==> config.mk <==
export PLATFORM = sky130hd
export DESIGN_NAME = retire_trace_serializer
export DESIGN_NICKNAME = d
export VERILOG_FILES = /design/src/rtl/retire_trace_pkg.sv /design/src/rtl/retire_trace_fifo.sv /design/src/rtl/retire_trace_serializer.sv
export SDC_FILE = /design/constraint.sdc
export NUM_CORES = 2
export LEC_CHECK = 0
export CORE_MARGIN = 2
export CORE_UTILIZATION = 47
export CTS_CLUSTER_SIZE = 8
export DETAILED_ROUTE_END_ITERATION = 10
export PLACE_DENSITY = 0.66
export SYNTH_ARGS = -nofsm -noshare
export SYNTH_HDL_FRONTEND = slang
export SYNTH_SLANG_ARGS = --single-unit
==> constraint.sdc <==
create_clock -name clock -period 10.6 [get_ports clock]
set_input_delay 2.12 -clock clock [delete_from_list [all_inputs] [get_ports clock]]
set_output_delay 2.12 -clock clock [all_outputs]
set_load 0.02 [all_outputs]
==> src/rtl/retire_trace_pkg.sv <==
// rtl/retire_trace_pkg.sv - shared record type and defaults for the retire trace serializer
package retire_trace_pkg;

   localparam int DEPTH_DEFAULT = 8;

   typedef struct packed {
      logic        port;
      logic [31:0] pc;
      logic [31:0] inst;
      logic        wren;
      logic [4:0]  wrdst;
      logic [31:0] wrdata;
      logic [31:0] timer;
      logic [31:0] seq;
   } trace_rec_t;

   // Saturating add of a 0..2 record drop increment onto the 16-bit drop counter
   function automatic logic [15:0] sat_add16(input logic [15:0] acc, input logic [1:0] inc);
      logic [16:0] sum;
      sum = {1'b0, acc} + {15'd0, inc};
      return sum[16] ? 16'hFFFF : sum[15:0];
   endfunction

endpackage

==> src/rtl/retire_trace_fifo.sv <==
// rtl/retire_trace_fifo.sv - two-write, one-read record FIFO with registered occupancy
module retire_trace_fifo
   import retire_trace_pkg::*;
#(
   parameter int DEPTH = DEPTH_DEFAULT,
   localparam int AW = $clog2(DEPTH),
   localparam int CW = AW + 1
) (
   input  logic          clk_i,
   input  logic          rst_i,
   input  logic          wr0_en_i,
   input  trace_rec_t    wr0_rec_i,
   input  logic          wr1_en_i,
   input  trace_rec_t    wr1_rec_i,
   input  logic          rd_en_i,
   output trace_rec_t    rd_rec_o,
   output logic [CW-1:0] count_o
);

   trace_rec_t    mem_q [DEPTH];
   logic [AW-1:0] wr_ptr_q, wr_ptr_d;
   logic [AW-1:0] rd_ptr_q, rd_ptr_d;
   logic [CW-1:0] count_q, count_d;

   // Next pointers and occupancy; pointer arithmetic wraps naturally at DEPTH
   always_comb begin
      wr_ptr_d = wr_ptr_q + AW'(wr0_en_i) + AW'(wr1_en_i);
      rd_ptr_d = rd_ptr_q + AW'(rd_en_i);
      count_d  = count_q + CW'(wr0_en_i) + CW'(wr1_en_i) - CW'(rd_en_i);
   end

   // Record storage; the second write lands in the slot after the first
   always_ff @(posedge clk_i) begin
      if (wr0_en_i) mem_q[wr_ptr_q] <= wr0_rec_i;
      if (wr1_en_i) mem_q[wr_ptr_q + AW'(1)] <= wr1_rec_i;
   end

   // Pointer and occupancy registers
   always_ff @(posedge clk_i) begin
      if (rst_i) begin
         wr_ptr_q <= '0;
         rd_ptr_q <= '0;
         count_q  <= '0;
      end else begin
         wr_ptr_q <= wr_ptr_d;
         rd_ptr_q <= rd_ptr_d;
         count_q  <= count_d;
      end
   end

   assign rd_rec_o = mem_q[rd_ptr_q];
   assign count_o  = count_q;

endmodule

==> src/rtl/retire_trace_serializer.sv <==
// rtl/retire_trace_serializer.sv - merges two retire ports into one sequenced trace stream
module retire_trace_serializer
   import retire_trace_pkg::*;
#(
   parameter int DEPTH = DEPTH_DEFAULT
) (
   input  logic        clock,
   input  logic        reset,
   input  logic        in0_valid,
   input  logic [31:0] in0_pc,
   input  logic [31:0] in0_inst,
   input  logic        in0_wren,
   input  logic [4:0]  in0_wrdst,
   input  logic [31:0] in0_wrdata,
   input  logic [31:0] in0_timer,
   input  logic        in1_valid,
   input  logic [31:0] in1_pc,
   input  logic [31:0] in1_inst,
   input  logic        in1_wren,
   input  logic [4:0]  in1_wrdst,
   input  logic [31:0] in1_wrdata,
   input  logic [31:0] in1_timer,
   output logic        out_valid,
   input  logic        out_ready,
   output logic        out_port,
   output logic [31:0] out_pc,
   output logic [31:0] out_inst,
   output logic        out_wren,
   output logic [4:0]  out_wrdst,
   output logic [31:0] out_wrdata,
   output logic [31:0] out_timer,
   output logic [31:0] out_seq,
   output logic [15:0] drop_count,
   output logic        overflow
);

   localparam int CW = $clog2(DEPTH) + 1;

   logic [1:0]    n_in, n_enq;
   logic [CW-1:0] count, free_slots;
   logic          fits, enq_first, enq_second, drop_cycle, rd_en;
   trace_rec_t    rec0, rec1, first_rec, head;
   logic [31:0]   seq_q, seq_d;
   logic [15:0]   drop_q, drop_d;
   logic          ovf_q, ovf_d;

   // Admission: all-or-nothing against free space from the registered count
   always_comb begin
      n_in       = {1'b0, in0_valid} + {1'b0, in1_valid};
      free_slots = CW'(DEPTH) - count;
      fits       = free_slots >= CW'(n_in);
      enq_first  = !reset && fits && (n_in != 2'd0);
      enq_second = !reset && fits && (n_in == 2'd2);
      drop_cycle = !reset && !fits;
      n_enq      = {1'b0, enq_first} + {1'b0, enq_second};
   end

   // Build records; port 0 takes the lower sequence number when both retire
   always_comb begin
      rec0 = '{port: 1'b0, pc: in0_pc, inst: in0_inst, wren: in0_wren, wrdst: in0_wrdst,
               wrdata: in0_wrdata, timer: in0_timer, seq: seq_q};
      rec1 = '{port: 1'b1, pc: in1_pc, inst: in1_inst, wren: in1_wren, wrdst: in1_wrdst,
               wrdata: in1_wrdata, timer: in1_timer,
               seq: (in0_valid ? seq_q + 32'd1 : seq_q)};
      first_rec = in0_valid ? rec0 : rec1;
   end

   // Next-state for sequence counter and drop bookkeeping
   always_comb begin
      seq_d  = seq_q + 32'(n_enq);
      drop_d = drop_cycle ? sat_add16(drop_q, n_in) : drop_q;
      ovf_d  = ovf_q | drop_cycle;
   end

   // Sequence, drop counter and sticky overflow registers
   always_ff @(posedge clock) begin
      if (reset) begin
         seq_q  <= '0;
         drop_q <= '0;
         ovf_q  <= 1'b0;
      end else begin
         seq_q  <= seq_d;
         drop_q <= drop_d;
         ovf_q  <= ovf_d;
      end
   end

   assign out_valid = (count != '0);
   assign rd_en     = out_valid && out_ready;

   retire_trace_fifo #(.DEPTH(DEPTH)) u_fifo (
      .clk_i     (clock),
      .rst_i     (reset),
      .wr0_en_i  (enq_first),
      .wr0_rec_i (first_rec),
      .wr1_en_i  (enq_second),
      .wr1_rec_i (rec1),
      .rd_en_i   (rd_en),
      .rd_rec_o  (head),
      .count_o   (count)
   );

   assign out_port   = head.port;
   assign out_pc     = head.pc;
   assign out_inst   = head.inst;
   assign out_wren   = head.wren;
   assign out_wrdst  = head.wrdst;
   assign out_wrdata = head.wrdata;
   assign out_timer  = head.timer;
   assign out_seq    = head.seq;
   assign drop_count = drop_q;
   assign overflow   = ovf_q;

endmodule

==> impl_metrics.json <==
{
  "status": "finished clean",
  "yosysWarnings": 0,
  "viasPerCell": 6.42,
  "setup.worst_path.end_class": "output port",
  "clk_pin_slew_worst_paths_ns": 0.06,
  "final_area_mm2": 0.0807,
  "synth.area.top_cells": "edfxtp_1 57%, mux4_2 11%, o21ai_0 8.4%",
  "crit_fanout": 80,
  "rsz0062_at_grt": "false",
  "vias": 51300,
  "core_mm2": 0.148,
  "pwr-share-clk_pct": 31.0,
  "ir_drop_uv": 195,
  "cts_buffers": 193,
  "clock_path_buffers": 3,
  "antenna_found_initial": 14,
  "p_leak_nw": 25.2,
  "place_hpwl_um": 116000,
  "synth.most_common_cell": "nand2_1",
  "ys_top_cells_by_count": "1370 x nand2_1, 1328 x edfxtp_1, 1169 x o21ai_0",
  "p_sw_mw": 5.65,
  "seq_area_frac_synth_pct": 58.8,
  "avgSynthCellArea_um2": 11.9,
  "wl_per_cell_um": 28.1,
  "htree_levels": 4,
  "tightest_slew_ns": 1.17,
  "slew_headroom_pct": 22.2,
  "area_growth_pct": 15.2,
  "async_reset_ff_share_pct": 0,
  "cts_tree": "done",
  "grt_pass1_vias": 51300,
  "drv_slew": 0,
  "rows": 141,
  "maxCapViolCount": 0,
  "netlist.area_leader.share_pct": 56.9,
  "final_util_pct": 54.6,
  "fin_setup_tns_ns": 0,
  "dieArea_mm2": 0.152,
  "path_class": "reg -> out",
  "track_usage_pct": 29.1,
  "synth_nets": 6206,
  "clkLatencyLatePin_ns": 0.83,
  "die_x_um": 390,
  "cts_root_buffer": "clkbuf_16",
  "period_share_pct": 62.7,
  "grt_start_max_net_pins": 127,
  "synth_cell_type_count": 54,
  "intPower_mw": 12.6,
  "drt_iter0_markers": 6340,
  "arrival_ns": 4.52,
  "p_comb_share_pct": 30.4,
  "worstHoldPathType": "reg -> reg",
  "overflow": 0,
  "nFillCells": 12200,
  "dpl_cell_area_mm2": 0.0754,
  "synth_top_cell_by_area": "edfxtp_1",
  "post_cts_buffers": 0,
  "cts-resized-gates": 0,
  "hold_ws_ns": 0.512,
  "synth-edff-count": 1328,
  "firstDrtPassIters": 6,
  "initial_core_util_pct": 47.4,
  "die_h_um": 390,
  "grt_pass1_wl_um": 331000,
  "ys_seq_elements": 1395,
  "synthCells": 5907,
  "start_kind": "flop",
  "period_needed_ns": 6.64,
  "place.gp.congestion": 0.792,
  "drive_above_1_share_pct": 13.8,
  "hold_buffers": 0,
  "seqPwrFrac_pct": 38.6,
  "crit_required_ns": 8.48,
  "max_freq_mhz": 151,
  "io_pins": 458,
  "finalSetupViolCount": 0,
  "ant_nets": 0,
  "power.density_mw_per_mm2": 225,
  "syn-cell-area_mm2": 0.0701,
  "drc": 0,
  "p_sw_share_pct": 31.1,
  "clock_sinks": 1395,
  "final_nets": 6289,
  "ys.flop_type": "edfxtp_1",
  "port_buffers": 457,
  "wl_um": 225000,
  "hold_viol_final": 0,
  "fin_skew_ns": 0.0305
}
## area by class of cell
cell class	instances	area [um^2]	share of cell area, %
sequential	1395	41200	51.1
multi-input combinational	3846	26300	32.6
timing repair buffer	535	5400	6.69
clock buffer	244	5090	6.31
tap	1930	2410	2.99
clock inverter	12	208	0.257
inverter	19	71.3	0.0883
antenna	11	27.5	0.0341
## logic make-up (layout without fill, tap and decap cells)
family / after synthesis / after routing / synth area share [%]
buffers and inverters: 666 / 810 / 3.95
adders and majority gates: 26 / 26 / 0.518
and+or+nand+nor: 1587 / 1587 / 9.08
other: 0 / 11 / 0
DFF: 1395 / 1395 / 58.8
xor gates and xnor gates: 52 / 52 / 0.688
muxes: 638 / 638 / 15.4
AOI/OAI and AO/OA: 1543 / 1543 / 11.6
## worst max-delay path, stage by stage (launching register included)
cell and delay [ns]:
dfxtp_4 0.93, buf_12 0.44, buf_12 0.59, mux4_2 0.60, mux2_2 0.37, clkdlybuf4s50_1 0.57
## power by group through the flow
stage	Combinational [mW]	Clock, mW	Sequential, mW
final	5.53	5.65	7.03
after global routing	5.81	5.88	7.07
after CTS	5.55	5.68	7.03
after detailed placement	5.52	0	7.13
after global placement	5.48	0	7.10
after floorplan	3.39	0	7.11
## stage by stage
step	power (mW)	std cells	setup slack, ns
5_1_grt	18.8	7991	3.71
3_3_place_gp	12.6	7725	3.33
4_1_cts	18.3	7981	3.85
3_5_place_dp	12.6	7725	3.29
2_1_floorplan	10.5	5907	1.80
6_report	18.2	7992	3.96
## flip-flops by register name, summed over array words and instances, names as in the netlist
name,cells
drop_count,16
overflow,1
u_fifo.mem_q,1336
u_fifo.count_o,4
u_fifo.wr_ptr_q,3
u_fifo.rd_ptr_q,3
seq_q,32
## routing by layer
metal  track usage [%]  part of all wire, %  up-vias
met3              5.10                   10      500
met4              12.3                  3.7        8
met2              47.6                   49     3346
li1                  -                    -    22000
met1              38.4                   37    25500
met5                 0                0.016        -
## worst paths after layout
| path | from | to | slack [ns] | depth (start not counted) |
|---|---|---|---|---|
| max | u_fifo.rd_ptr_q[0]$_SDFF_PP0_ | out_wrdata[20] | 3.96 | 5 |
| min | overflow$_SDFF_PP0_ | overflow$_SDFF_PP0_ | 0.51 | 2 |
| max reg2reg | u_fifo.count_o[0]$_SDFF_PP0_ | u_fifo.mem_q[5][90]$_DFFE_PP_ | 5.63 | 9 |
| min reg2reg | overflow$_SDFF_PP0_ | overflow$_SDFF_PP0_ | 0.51 | 2 |
## placed cells by master, fill, tap and decap left out, types with 8 or more instances in the layout
master / netlist / routed
nand2_1: 1370 / 1358
edfxtp_1: 1328 / 1328
o21ai_0: 1169 / 1169
clkdlybuf4s50_1: 0 / 455
mux4_2: 334 / 334
clkbuf_16: 0 / 196
a21oi_1: 175 / 175
mux2_2: 167 / 167
a31oi_1: 163 / 163
mux2i_1: 137 / 137
dfxtp_1: 67 / 64
nor2_1: 60 / 60
buf_4: 8 / 59
clkbuf_1: 415 / 47
nand3_1: 36 / 32
xor2_1: 31 / 31
nand4_1: 27 / 27
nor3_1: 22 / 22
ha_1: 21 / 21
inv_1: 19 / 19
buf_12: 0 / 19
xnor2_1: 19 / 18
and3_1: 13 / 13
nand2_4: 0 / 12
diode_2: 0 / 11
and4_1: 11 / 11
a211oi_1: 11 / 11
nor2b_1: 10 / 10
o22ai_1: 8 / 8
No activity file was read; power rests on OpenSTA's default activity.
